File: src/rtl/add_arb_pkg.sv
// add_arb_pkg: shared types and constants for the add_share_arb block
package add_arb_pkg;
  localparam int DATA_W = 32;
  localparam logic OP_ADD = 1'b0;
  localparam logic OP_SUB = 1'b1;
  typedef enum logic [1:0] {IDLE, CALC, RESP} state_e;
endpackage

File: src/rtl/add_share_arb_rr_pick.sv
// rr_pick: round-robin pick of the first valid index after last
// ports: valid request vector; last previous grant; gnt chosen index; any some request valid
module rr_pick #(
  parameter int NREQ = 2,
  parameter int IDW  = 2
) (
  input  logic [NREQ-1:0] valid,
  input  logic [IDW-1:0]  last,
  output logic [IDW-1:0]  gnt,
  output logic            any
);
  // scan farthest-first so the nearest valid index after last wins
  always_comb begin
    gnt = '0;
    for (int k = NREQ; k >= 1; k--)
      if (valid[(int'(last) + k) % NREQ]) gnt = IDW'((int'(last) + k) % NREQ);
  end
  assign any = |valid;
endmodule

File: src/rtl/cla32_ov.sv
// cla32_ov: 32-bit carry-lookahead adder with carry-out and carry into bit 31
// ports: a, b operands; ci carry-in; s sum; co carry out of bit 31; c31 carry into bit 31
module cla32_ov (
  input  logic [31:0] a,
  input  logic [31:0] b,
  input  logic        ci,
  output logic [31:0] s,
  output logic        co,
  output logic        c31
);
  logic [31:0] g, p;
  logic [32:0] c;
  logic gg, pg;
  assign g = a & b;
  assign p = a ^ b;
  // 4-bit groups: inner carries ripple, group carry-out is looked ahead
  always_comb begin
    c = '0;
    gg = 1'b0;
    pg = 1'b0;
    c[0] = ci;
    for (int k = 0; k < 8; k++) begin
      gg = g[4*k+3] | (p[4*k+3] & g[4*k+2]) | (&p[4*k+3 -: 2] & g[4*k+1]) | (&p[4*k+3 -: 3] & g[4*k]);
      pg = &p[4*k+3 -: 4];
      for (int j = 0; j < 3; j++) c[4*k+j+1] = g[4*k+j] | (p[4*k+j] & c[4*k+j]);
      c[4*k+4] = gg | (pg & c[4*k]);
    end
  end
  assign s   = p ^ c[31:0];
  assign co  = c[32];
  assign c31 = c[31];
endmodule

File: src/rtl/add_share_arb.sv
// add_share_arb: round-robin sequencer sharing one cla32_ov adder among NREQ requesters
// ports: clk, reset_n (async active-low); req_valid/req_ready/req_a/req_b/req_sub per requester;
//        rsp_valid/rsp_ready handshake with rsp_id, rsp_s, rsp_co, rsp_ov results;
//        ov_count saturating overflow-response counter only when ADD_ARB_STATS_EN is defined
module add_share_arb
  import add_arb_pkg::*;
#(
  parameter int NREQ = 2,
  parameter int IDW  = 2
) (
  input  logic                   clk,
  input  logic                   reset_n,
  input  logic [NREQ-1:0]        req_valid,
  output logic [NREQ-1:0]        req_ready,
  input  logic [NREQ*DATA_W-1:0] req_a,
  input  logic [NREQ*DATA_W-1:0] req_b,
  input  logic [NREQ-1:0]        req_sub,
  output logic                   rsp_valid,
  input  logic                   rsp_ready,
  output logic [IDW-1:0]         rsp_id,
  output logic [DATA_W-1:0]      rsp_s,
  output logic                   rsp_co,
  output logic                   rsp_ov
`ifdef ADD_ARB_STATS_EN
  ,
  output logic [15:0]            ov_count
`endif
);
  state_e state_q, state_d;
  logic [IDW-1:0] last_q, gid_q, gnt;
  logic [DATA_W-1:0] op_a_q, op_b_q, s, b_sel;
  logic op_ci_q, co, c31, any, accept, rsp_hs;
  logic rsp_valid_q, rsp_co_q, rsp_ov_q;
  logic [IDW-1:0] rsp_id_q;
  logic [DATA_W-1:0] rsp_s_q;
  rr_pick #(.NREQ(NREQ), .IDW(IDW)) u_pick (.valid(req_valid), .last(last_q), .gnt(gnt), .any(any));
  cla32_ov u_add (.a(op_a_q), .b(op_b_q), .ci(op_ci_q), .s(s), .co(co), .c31(c31));
  assign accept    = (state_q == IDLE) && any;
  assign rsp_hs    = (state_q == RESP) && rsp_ready;
  assign req_ready = accept ? NREQ'(1) << gnt : '0;
  assign b_sel     = req_b[gnt*DATA_W +: DATA_W];
  always_comb begin
    state_d = accept ? CALC : (state_q == CALC) ? RESP : rsp_hs ? IDLE : state_q;
  end
  always_ff @(posedge clk or negedge reset_n) begin
    if (!reset_n) state_q <= IDLE;
    else state_q <= state_d;
  end
  // subtract is A + ~B + 1, so the adder only ever adds
  always_ff @(posedge clk or negedge reset_n) begin
    if (!reset_n) begin
      last_q      <= IDW'(NREQ - 1);
      gid_q       <= '0;
      op_a_q      <= '0;
      op_b_q      <= '0;
      op_ci_q     <= 1'b0;
      rsp_valid_q <= 1'b0;
      rsp_id_q    <= '0;
      rsp_s_q     <= '0;
      rsp_co_q    <= 1'b0;
      rsp_ov_q    <= 1'b0;
    end else begin
      if (accept) begin
        last_q  <= gnt;
        gid_q   <= gnt;
        op_a_q  <= req_a[gnt*DATA_W +: DATA_W];
        op_b_q  <= (req_sub[gnt] == OP_SUB) ? ~b_sel : b_sel;
        op_ci_q <= req_sub[gnt];
      end
      if (state_q == CALC) begin
        rsp_s_q     <= s;
        rsp_co_q    <= co;
        rsp_ov_q    <= co ^ c31;
        rsp_id_q    <= gid_q;
        rsp_valid_q <= 1'b1;
      end else if (rsp_hs) begin
        rsp_valid_q <= 1'b0;
      end
    end
  end
  assign rsp_valid = rsp_valid_q;
  assign rsp_id    = rsp_id_q;
  assign rsp_s     = rsp_s_q;
  assign rsp_co    = rsp_co_q;
  assign rsp_ov    = rsp_ov_q;
`ifdef ADD_ARB_STATS_EN
  logic [15:0] ov_cnt_q;
  always_ff @(posedge clk or negedge reset_n) begin
    if (!reset_n) ov_cnt_q <= '0;
    else if (rsp_hs && rsp_ov_q && ov_cnt_q != 16'hFFFF) ov_cnt_q <= ov_cnt_q + 16'd1;
  end
  assign ov_count = ov_cnt_q;
`endif
endmodule

File: config.mk
export PLATFORM = sky130hd
export DESIGN_NAME = add_share_arb
export DESIGN_NICKNAME = d
export VERILOG_FILES = /design/src/rtl/add_arb_pkg.sv /design/src/rtl/add_share_arb_rr_pick.sv /design/src/rtl/cla32_ov.sv /design/src/rtl/add_share_arb.sv
export SDC_FILE = /design/constraint.sdc
export NUM_CORES = 1
export LEC_CHECK = 0
export BUFFER_PORTS_ARGS = -buffer_cell sky130_fd_sc_hd__buf_2
export CAP_MARGIN = 30
export CORE_UTILIZATION = 43
export CTS_CLUSTER_DIAMETER = 40
export DETAILED_ROUTE_END_ITERATION = 10
export GPL_TIMING_DRIVEN = 0
export PLACE_DENSITY = 0.69
export SYNTH_ARGS = -nofsm -noshare
export SYNTH_HDL_FRONTEND = slang
export SYNTH_SLANG_ARGS = --single-unit
File: constraint.sdc
create_clock -name clk -period 10.33 [get_ports clk]
set_clock_uncertainty 0.1 [all_clocks]
set_input_delay 1.033 -clock clk [delete_from_list [all_inputs] [get_ports clk]]
set_output_delay 1.033 -clock clk [all_outputs]
set_load 0.01 [all_outputs]
Word level (Yosys, flattened, before mapping)
Index checks and enable logic that the tools add are counted.
{ "totals": {"register_bits": 107, "inputBits": 135, "output_inout_bits": 39} }
{ "classes": {"add_sub_neg": 2, "magnitude_cmp": 3, "n_eq_ne": 2, "n_shift": 3, "n_mux": 17, "bitwise": 119, "n_reduce_logical": 30} }
{ "ops": {"columns": ["cell", "n"], "rows": [
  ["$shiftx A64 B8 Y32", 2],
  ["$xor A32 B32 Y32", 2],
  ["$and A1 B1 Y1", 56],
  ["$or A1 B1 Y1", 56],
  ["$and A32 B32 Y32", 1],
  ["$mux W32", 1],
  ["$not A32 Y32", 1],
  ["$reduce_and A4 Y1", 8],
  ["$reduce_and A3 Y1", 8],
  ["$reduce_and A2 Y1", 8],
  ["$mux W2", 6],
  ["$mux W1", 10],
  ["$lt A2 B3 Y1 const B", 2],
  ["$reduce_bool A3 Y1", 1],
  ["$add A1 B1 Y1 const B", 2],
  ["$and A1 B1 Y1 const A", 2],
  ["$eq A2 B1 Y1 const B", 1],
  ["$eq A2 B2 Y1 const B", 1],
  ["$logic_and A1 B1 Y1", 2],
  ["$logic_not A2 Y1", 1],
  ["$lt A2 B2 Y1 const B", 1],
  ["$reduce_bool A2 Y1", 1],
  ["$reduce_or A2 Y1", 1],
  ["$shl A1 B2 Y2 const A", 1],
  ["$xor A1 B1 Y1", 1]
]} }

Longest topological paths before layout
Gate-level depths: netlist (run 1).
{ "depth": {"depth_word": 25, "depth_mapped": 15} }

By module
A second synthesis (run 1) with hierarchy kept.
{ "hier_totals": {"hier_cells": 619, "area_unflattened_um2": 6693.9} }
{ "modules_own_cells": {"columns": ["module", "n_inst", "cells_each", "area_per_inst_um2", "seq_area_each_um2"], "rows": [
  ["add_share_arb", 1, 470, 5276.3, 2678.8],
  ["cla32_ov", 1, 145, 1392.6, 0.0],
  ["rr_pick", 1, 4, 25.0, 0.0]
]} }

Least setup slack after synthesis (run 1)
No wires, ideal clock.
{ "synth_path": {"kind": "reg2reg", "start": "register op_a_q[2]", "end": "register rsp_ov_q (netlist: rsp_ov)", "setup_ps": 124, "arrival_time_ps": 3632, "setup_slack_ps": 6474, "path_stages_with_launch": 16, "n_path_buf": 0, "synth_period_minus_slack_ps": 3856, "cell_sequence": "dfrtp_1 ha_1 a21oi_1 nor2b_1 o31a_1 or3_4 o21ai_4 nand2b_1 a21o_1 fa_1 fa_1 fa_1 nor2_1 nor3b_1 o21a_1 a211o_1"} }
{ "synth_via": {"elab_chain_cells": 25, "word_cells_on_any_way": 34} }
{ "synth_lines": {"columns": ["item", "line", "source"], "rows": [
  ["from (decl)", "add_share_arb.sv:31", "logic [DATA_W-1:0] op_a_q, op_b_q, s, b_sel;"],
  ["from (signal assigned)", "add_share_arb.sv:66", "op_a_q <= req_a[gnt*DATA_W +: DATA_W];"],
  ["$and A32 B32 Y32 or $xor A32 B32 Y32 (tied branches)", "cla32_ov.sv:14, cla32_ov.sv:15", null],
  ["$and A1 B1 Y1 or $reduce_and A2 Y1 (tied branches)", "cla32_ov.sv:23", "gg = g[4*k+3] | (p[4*k+3] & g[4*k+2]) | (&p[4*k+3 -: 2] & g[4*k+1]) | (&p[4*k+3 -: 3] & g[4*k]);"],
  ["$or A1 B1 Y1 or $and A1 B1 Y1 (tied branches)", "cla32_ov.sv:23", null],
  ["$or A1 B1 Y1 (2 in a row)", "cla32_ov.sv:23", null],
  ["$or A1 B1 Y1 (*)", "cla32_ov.sv:26", "c[4*k+4] = gg | (pg & c[4*k]);"],
  ["$and A1 B1 Y1 (*)", "cla32_ov.sv:26", null],
  ["$or A1 B1 Y1 (*)", "cla32_ov.sv:26", null],
  ["$and A1 B1 Y1 (*)", "cla32_ov.sv:26", null],
  ["(+8 left out)", null, null],
  ["$or A1 B1 Y1 (*)", "cla32_ov.sv:26", null],
  ["$and A1 B1 Y1", "cla32_ov.sv:25", "for (int j = 0; j < 3; j++) c[4*k+j+1] = g[4*k+j] | (p[4*k+j] & c[4*k+j]);"],
  ["$or A1 B1 Y1", "cla32_ov.sv:25", null],
  ["$and A1 B1 Y1", "cla32_ov.sv:25", null],
  ["$or A1 B1 Y1", "cla32_ov.sv:25", null],
  ["$and A1 B1 Y1", "cla32_ov.sv:25", null],
  ["$or A1 B1 Y1", "cla32_ov.sv:25", null],
  ["$xor A1 B1 Y1 (*)", "add_share_arb.sv:73", "rsp_ov_q <= co ^ c31;"],
  ["to (signal assigned)", "add_share_arb.sv:73", null],
  ["to (decl)", "add_share_arb.sv:33", "logic rsp_valid_q, rsp_co_q, rsp_ov_q;"]
]} }
Mark *: on every way between the ends. The rest lies on a longest branch, timed or not.
A chain may end at the register's enable or synchronous reset.

Worst setup path after layout (run 1)
Same ends and word-level chain as after synthesis.

==> results.md, run 1 <==
- Final Critical Period: 4.196 ns
- Critical register-to-register path startpoint: op_a_q[2]
- Power after layout: 2.301 mW
- CP Launch Point: op_a_q[2]
- Initial core utilization: 44.24%
- Half-perimeter wire length after placement: 12,060 µm
- Worst path slowest cell: sky130_fd_sc_hd__fa_1
- Port bufs: 172
- Maximum Capacitance Violations: 0
- Cell chain of the critical path: ha_1 -> a21oi_1 -> nor2b_1 -> o31a_1 -> or3_4 -> o21ai_4 -> nand2b_1 -> a21o_1 -> fa_1 -> fa_1 -> fa_1 -> nor2_1 -> nor3b_1 -> o21a_1 -> a211o_1
- Overall global routing resource usage: 22.23%
- Final core occ: 54.67%
- Count of final setup violators: 0
- Y dimension of the die: 121.5 µm
- Largest incremental delay on the critical path: 0.44 ns
- Commonest cells after routing, fill and taps aside: sky130_fd_sc_hd__buf_2 (179), sky130_fd_sc_hd__dfrtp_1 (104), sky130_fd_sc_hd__nand2_1 (91)
- Maximum root-to-sink buffer count: 2
- IR drop worst, VDD: 0.1214 mV
- Number of global-route vias before repair: 4,898
- Fmax: 238.3 MHz
- Cell types occupying the most area after synthesis: sky130_fd_sc_hd__dfrtp_1 (42%), sky130_fd_sc_hd__mux2i_1 (11%), sky130_fd_sc_hd__fa_1 (7.8%)
- Synth-to-Final Area Change: 23.57%
- Worst min path class: register to register
- Syn Inst Count: 575
- Final worst-path cycle share: 40.62%
- Ys async rst share: 100.0%
- Clock latency on the worst-skew pair: 0.36 ns
- Footprint of the multi-input gates: 3318 µm²
- Antenna violations before repair: 2
- Arrival time reported for the critical path endpoint: 4.34 ns
- Top fanout value on the critical path: 3
- Cell accounting for the most synthesized area: sky130_fd_sc_hd__dfrtp_1
- Worst Setup Path Type: register to register
- Area share of the largest cell type after synthesis: 42.38%
- Std cell rows: 43
- Clock transition at the registers of the reported paths: 0.07 ns
- Unrepaired setup endpoints after global routing: no
- Nature of the critical path startpoint: register
- Aggregate global routing overflow: 0
- Capture instance of the worst register-to-register path: rsp_ov
- Mean Syn Cell Area: 10.68 µm²
- Die ar.: 14,760 µm²
- Leakage power of the design: 3.809 nW
- Crit-path most repeated cell: sky130_fd_sc_hd__fa_1
- Die width: 121.5 µm
- Reg area: 2629 µm²
- Wire length of the first global-routing pass: 24,460 µm
- First-pass DRT Iterations: 5
- Cts bufs inserted: 9
- Synthesized Nets: 766
- Yosys reg bits: 105
- Cells on worst reg2reg path: 15
- Number of vias per cell after detailed routing: 5.165
- Setup TNS: 0 ns
- Slew at the pin closest to its max-slew limit: 0.8203 ns
- Distinct cell type count of the synthesized netlist: 39
- Count of warnings emitted by yosys: 0
- Outcome: finished, final reports clean
- Buffer type at the clock tree root: sky130_fd_sc_hd__clkbuf_16
- Commonest non-fill, non-tap cell in the layout: sky130_fd_sc_hd__buf_2
- Max-slew violation total from the final report: 0
- Final routed wirelength across all metal layers: 15,490 µm
- Post-route DRC: 0
- Share of cells above drive strength 1: 29.97%
- Number of flops mapped to enable cells by yosys: 0
- Routed via count: 4,881
- Cts hold-fix bufs: 0
- Number of sinks on the clock net: 105
- Layout net count: 950
- Final antenna-violating net count: 0
- Number of design-rule violations left by the first detailed-router iteration: 218
- Summed instance area of the synthesized netlist: 6141 µm²
- Core outline area: 13,880 µm²
- Critical path destination: rsp_ov
- Relative slew margins: 43.75%
- Areal power density over the cells: 303.3 nW/µm²
- WL/cell: 16.39 µm
- Required time worst endpoint: 10.47 ns
- Number of ports placed on the die boundary: 174
- Filler Cells Inserted: 1,252
- Post_cts resized: 0
- H-tree levels: 3
- Global placer's final weighted congestion: 0.8366
- Maximum number of pins on one net before global-route repair: 59
- Post-synth top flop: sky130_fd_sc_hd__dfrtp_1
- Element type at the critical path end: register
- CTS tree: built
- Worst reg2reg setup slack: 6.13 ns
- Sequential share of the synthesized area: 42.81%
- Hold Fails Final Rpt: 0
- Post-CTS repair timing setup buffer count: 0
## metrics by stage
stage                     instance area (µm²)  hold WS (ns)  setup WS (ns)  std cells
final                                    7589        0.3819          6.134        945
after global routing                     7589        0.4085          5.911        945
after CTS                                7586        0.3817          6.133        944
after detailed placement                 7257        0.3655          6.150        928
after global placement                   7227        0.3592          6.156        927
after floorplan                          6141        0.3458          6.474        575
## how the worst min path moves through the flow
stage	startpoint	end	slack (ns)	cells after the start
2_1_floorplan	gid_q[0]	gid_q[0]	0.35	1
3_5_place_dp	gid_q[0]	gid_q[0]	0.37	1
5_1_grt	rsp_s[7]	rsp_s[7]	0.41	2
3_3_place_gp	gid_q[0]	gid_q[0]	0.36	1
6_report	rsp_s[31]	rsp_s[31]	0.38	2
4_1_cts	gid_q[0]	gid_q[0]	0.38	1
## cells in the mapped netlist, drive strengths merged, types with 2 or more instances
cell,count
a21o,7
a21oi,16
and3,2
buf,13
clkbuf,17
dfrtp,104
fa,24
ha,32
inv,14
mux2,22
mux2i,65
nand2,91
nand2b,5
nand3,2
nand4,4
nor2,10
nor2b,3
nor3,2
o21a,3
o21ai,86
o31a,2
xnor2,38
xor2,2
## power breakdown
| part | internal (mW) | switching (mW) |
|---|---|---|
| registers | 0.619 | 0.171 |
| clock network | 0.220 | 0.156 |
| logic | 0.517 | 0.619 |
| total | 1.36 | 0.945 |
## state kept, by name (all words and copies together) (netlist names)
| name | count |
|---|---|
| gid_q | 1 |
| op_b_q | 32 |
| op_ci_q | 1 |
| rsp_id | 1 |
| last_q | 1 |
| rsp_s | 32 |
| rsp_ov | 1 |
| state_q | 2 |
| rsp_valid | 1 |
| rsp_co | 1 |
| op_a_q | 32 |
## routing by layer
metal,wire [µm],global-route usage (%),up-vias
met5,13,0,-
met4,291,8.410,2
met3,739,3.102,17
met2,7655,38.07,150
met1,6789,28.47,2374
li1,-,-,2338
## cell type report
| type | count | share of cell area, % |
|---|---|---|
| multi-input combinational | 426 | 43.73 |
| sequential | 105 | 34.64 |
| timing repair buffer | 173 | 11.74 |
| clock buffer | 10 | 3.149 |
| tap | 180 | 2.968 |
| buffer | 30 | 1.863 |
| clock inverter | 6 | 1.187 |
| inverter | 14 | 0.6925 |
| antenna | 1 | 0.03298 |
## worst max-delay path: cells and delay by family (launching register included)
kind | cells | cell delay (ns)
flip-flops | 1 | 0.42
AO/OA/AOI/OAI | 6 | 1.13
adder cells (fa/ha/maj) | 4 | 1.56
AND/OR/NAND/NOR | 5 | 0.85
## cells by family after synthesis
family,share of synthesized area (%)
xor gates and xnor gates,5.705
and+or+nand+nor,8.354
muxes,14.63
DFF,42.81
buffers and inverters,3.158
other,0.06107
adders and majority gates,14.34
AOI/OAI and AO/OA,10.94
Note: power is estimated with default switching activity, not from simulation.
==> inputs of run 2 (changes only) <==
Clock period 10.33 ns to 4.11 ns, I/O delays scaled along.
==> results.md, run 2 (synthesized netlist as in run 1, its figures left out) <==
- Outcome: finished, final reports clean
- Final routed wirelength across all metal layers: 15,500 µm (about the same)
- Reg area: 2629 µm² (unchanged)
- Terminating pin of the worst hold path: op_a_q[22]
- Fin worst setup slack: 0.1448 ns (-5.989 ns)
- Synth-to-Final Area Change: 24.43%
- Worst reg2reg setup slack: 0.14 ns (-5.99 ns)
- Top fanout value on the critical path: 3 (unchanged)
- Areal power density over the cells: 762.6 nW/µm² (+150%)
- Std cell rows: 43 (unchanged)
- Worst Setup Slack post-DPL: -0.06996 ns (-6.220 ns)
- CTS tree: built
- Relative slew margins: 43.11% (-0.63 points)
- Slew at the pin closest to its max-slew limit: 0.8296 ns (+0.009223 ns)
- Count of final setup violators: 0 (unchanged)
- Capture instance of the worst register-to-register path: rsp_ov
- Cells on worst reg2reg path: 15 (unchanged)
- Clock transition at the registers of the reported paths: 0.07 ns (about the same)
- Final worst-path cycle share: 96.48% (+56 points)
- Cts bufs inserted: 9 (unchanged)
- Hold Path Stages: 3 (+1)
- Maximum root-to-sink buffer count: 2 (unchanged)
- Required time worst endpoint: 4.25 ns (-6.22 ns)
- IR drop worst, VDD: 0.3037 mV (+150%)
- Antenna violations before repair: 2 (unchanged)
- CP Launch Point: op_a_q[0]
- Nature of the critical path startpoint: register
- Dpl cells: 928 (unchanged)
- Largest delay share family, worst path: adder cells
- Max-slew violation total from the final report: 0 (unchanged)
- Element type at the critical path end: register
- Cell chain of the critical path: ha_1 -> a21oi_2 -> nor2_1 -> o31a_1 -> or3_4 -> o21ai_4 -> nand2b_1 -> a21o_1 -> fa_1 -> fa_2 -> fa_2 -> nor2_4 -> nor3b_1 -> o21a_1 -> a211o_1
- Footprint of the multi-input gates: 3331 µm² (+0.38%)
- Core outline area: 13,880 µm² (unchanged)
- Die width: 121.5 µm (unchanged)
- Clock latency on the worst-skew pair: 0.35 ns (about the same)
- Arrival time reported for the critical path endpoint: 4.11 ns (-0.23 ns)
- Routed via count: 4,890 (+0.18%)
- Buffer type at the clock tree root: sky130_fd_sc_hd__clkbuf_16
- Die ar.: 14,760 µm² (unchanged)
- WL/cell: 16.32 µm (-0.43%)
- Filler Cells Inserted: 1,252 (unchanged)
- H-tree levels: 3 (unchanged)
- Critical register-to-register path startpoint: op_a_q[0]
- Commonest cells after routing, fill and taps aside: sky130_fd_sc_hd__buf_2 (179), sky130_fd_sc_hd__dfrtp_1 (104), sky130_fd_sc_hd__nand2_1 (91)
- Leakage power of the design: 3.830 nW (+0.57%)
- Overall global routing resource usage: 22.24% (about the same)
- Final Critical Period: 3.965 ns (-0.2306 ns)
- Worst path slowest cell: sky130_fd_sc_hd__or3_4
- Number of sinks on the clock net: 105 (unchanged)
- Global placer's final weighted congestion: 0.8366 (unchanged)
- Final Instance Count excl. Fillers: 950 (+0.53%)
- Port bufs: 172 (unchanged)
- Crit path buf inv count: 0 (unchanged)
- Layout net count: 955 (+0.53%)
- First-pass DRT Iterations: 5 (unchanged)
- Hold Fails Final Rpt: 0 (unchanged)
- Commonest non-fill, non-tap cell in the layout: sky130_fd_sc_hd__buf_2
- Maximum Capacitance Violations: 0 (unchanged)
- Final antenna-violating net count: 0 (unchanged)
- Post-route DRC: 0 (unchanged)
- Fmax: 252.2 MHz (+5.8%)
- Number of ports placed on the die boundary: 174 (unchanged)
- Worst min path class: primary input to register
- Hold Startpoint: req_a[22]
- Y dimension of the die: 121.5 µm (unchanged)
- Largest incremental delay on the critical path: 0.41 ns (-0.03 ns)
- Initial core utilization: 44.24% (unchanged)
- Wire length of the first global-routing pass: 24,480 µm (about the same)
- Number of global-route vias before repair: 4,904 (+0.12%)
- Worst Setup Path Type: register to register
- Aggregate global routing overflow: 0 (unchanged)
- Crit-path most repeated cell: sky130_fd_sc_hd__fa_2
- Half-perimeter wire length after placement: 12,060 µm (unchanged)
- Share of cells above drive strength 1: 30.69% (+0.72 points)
- Number of vias per cell after detailed routing: 5.147 (-0.34%)
- Number of design-rule violations left by the first detailed-router iteration: 199 (-8.7%)
- Maximum number of pins on one net before global-route repair: 59 (unchanged)
run 2: final cells by class:
class | instances | area share [%]
well taps | 180 | 2.947
clock inverters | 6 | 1.179
inverters | 14 | 0.6877
multi-input cells | 426 | 43.59
flip-flops and latches | 105 | 34.40
plain buffers | 30 | 1.850
repair buffers | 178 | 12.18
clock buffers | 10 | 3.128
diodes | 1 | 0.03275
run 2: timing repair:
| action | 4_1_cts | 5_1_grt |
|---|---|---|
| setup buffers | 1 | 3 |
| hold endpoints to repair | 1 | 0 |
| hold buffers | 1 | 0 |
| setup endpoints to repair | 1 | 1 |
| gates resized for setup | 1 | 3 |
| pin swaps | 1 | 1 |
run 2: worst max path at each step:
stage	endpoint	slack, ns	depth (start not counted)
2_1_floorplan	rsp_ov	0.25	15
3_3_place_gp	rsp_ov	-0.06	15
3_5_place_dp	rsp_ov	-0.07	15
4_1_cts	rsp_ov	0.05	15
5_1_grt	rsp_ov	-0.01	15
6_report	rsp_ov	0.14	15
run 2: through the flow:
stage	power, mW	hold WS, ns	TNS (ns)	utilization, %	instance area (µm²)
global placement	4.712	0.3592	-0.06439	52.06	7227
detailed placement	4.880	0.3655	-0.06996	52.28	7257
global route	6.357	0.2552	-0.009749	55.05	7641
floorplan	3.887	0.01541	0	-	6141
CTS	5.850	0.2329	0	54.80	7606
finish	5.827	0.2388	0	55.05	7641
run 2: tightest hold or removal path: stages:
cell and delay, ns:
sky130_fd_sc_hd__buf_2 0.07, sky130_fd_sc_hd__mux2i_1 0.05, sky130_fd_sc_hd__o21ai_0 0.12
run 2: routing by layer:
layer	GRT usage (%)	wire, µm	vias to the layer above
met5	0	13	-
met1	28.50	6842	2378
li1	-	-	2354
met3	3.102	702	17
met2	38.07	7645	139
met4	8.410	298	2
run 2: power breakdown:
group | internal, mW | total [mW] | switching [mW] | leakage [nW]
Combinational | 1.33 | 2.90 | 1.57 | 2.38
Clock | 0.553 | 0.943 | 0.390 | 0.159
Sequential | 1.56 | 1.98 | 0.425 | 1.29
Total | 3.44 | 5.83 | 2.39 | 3.83
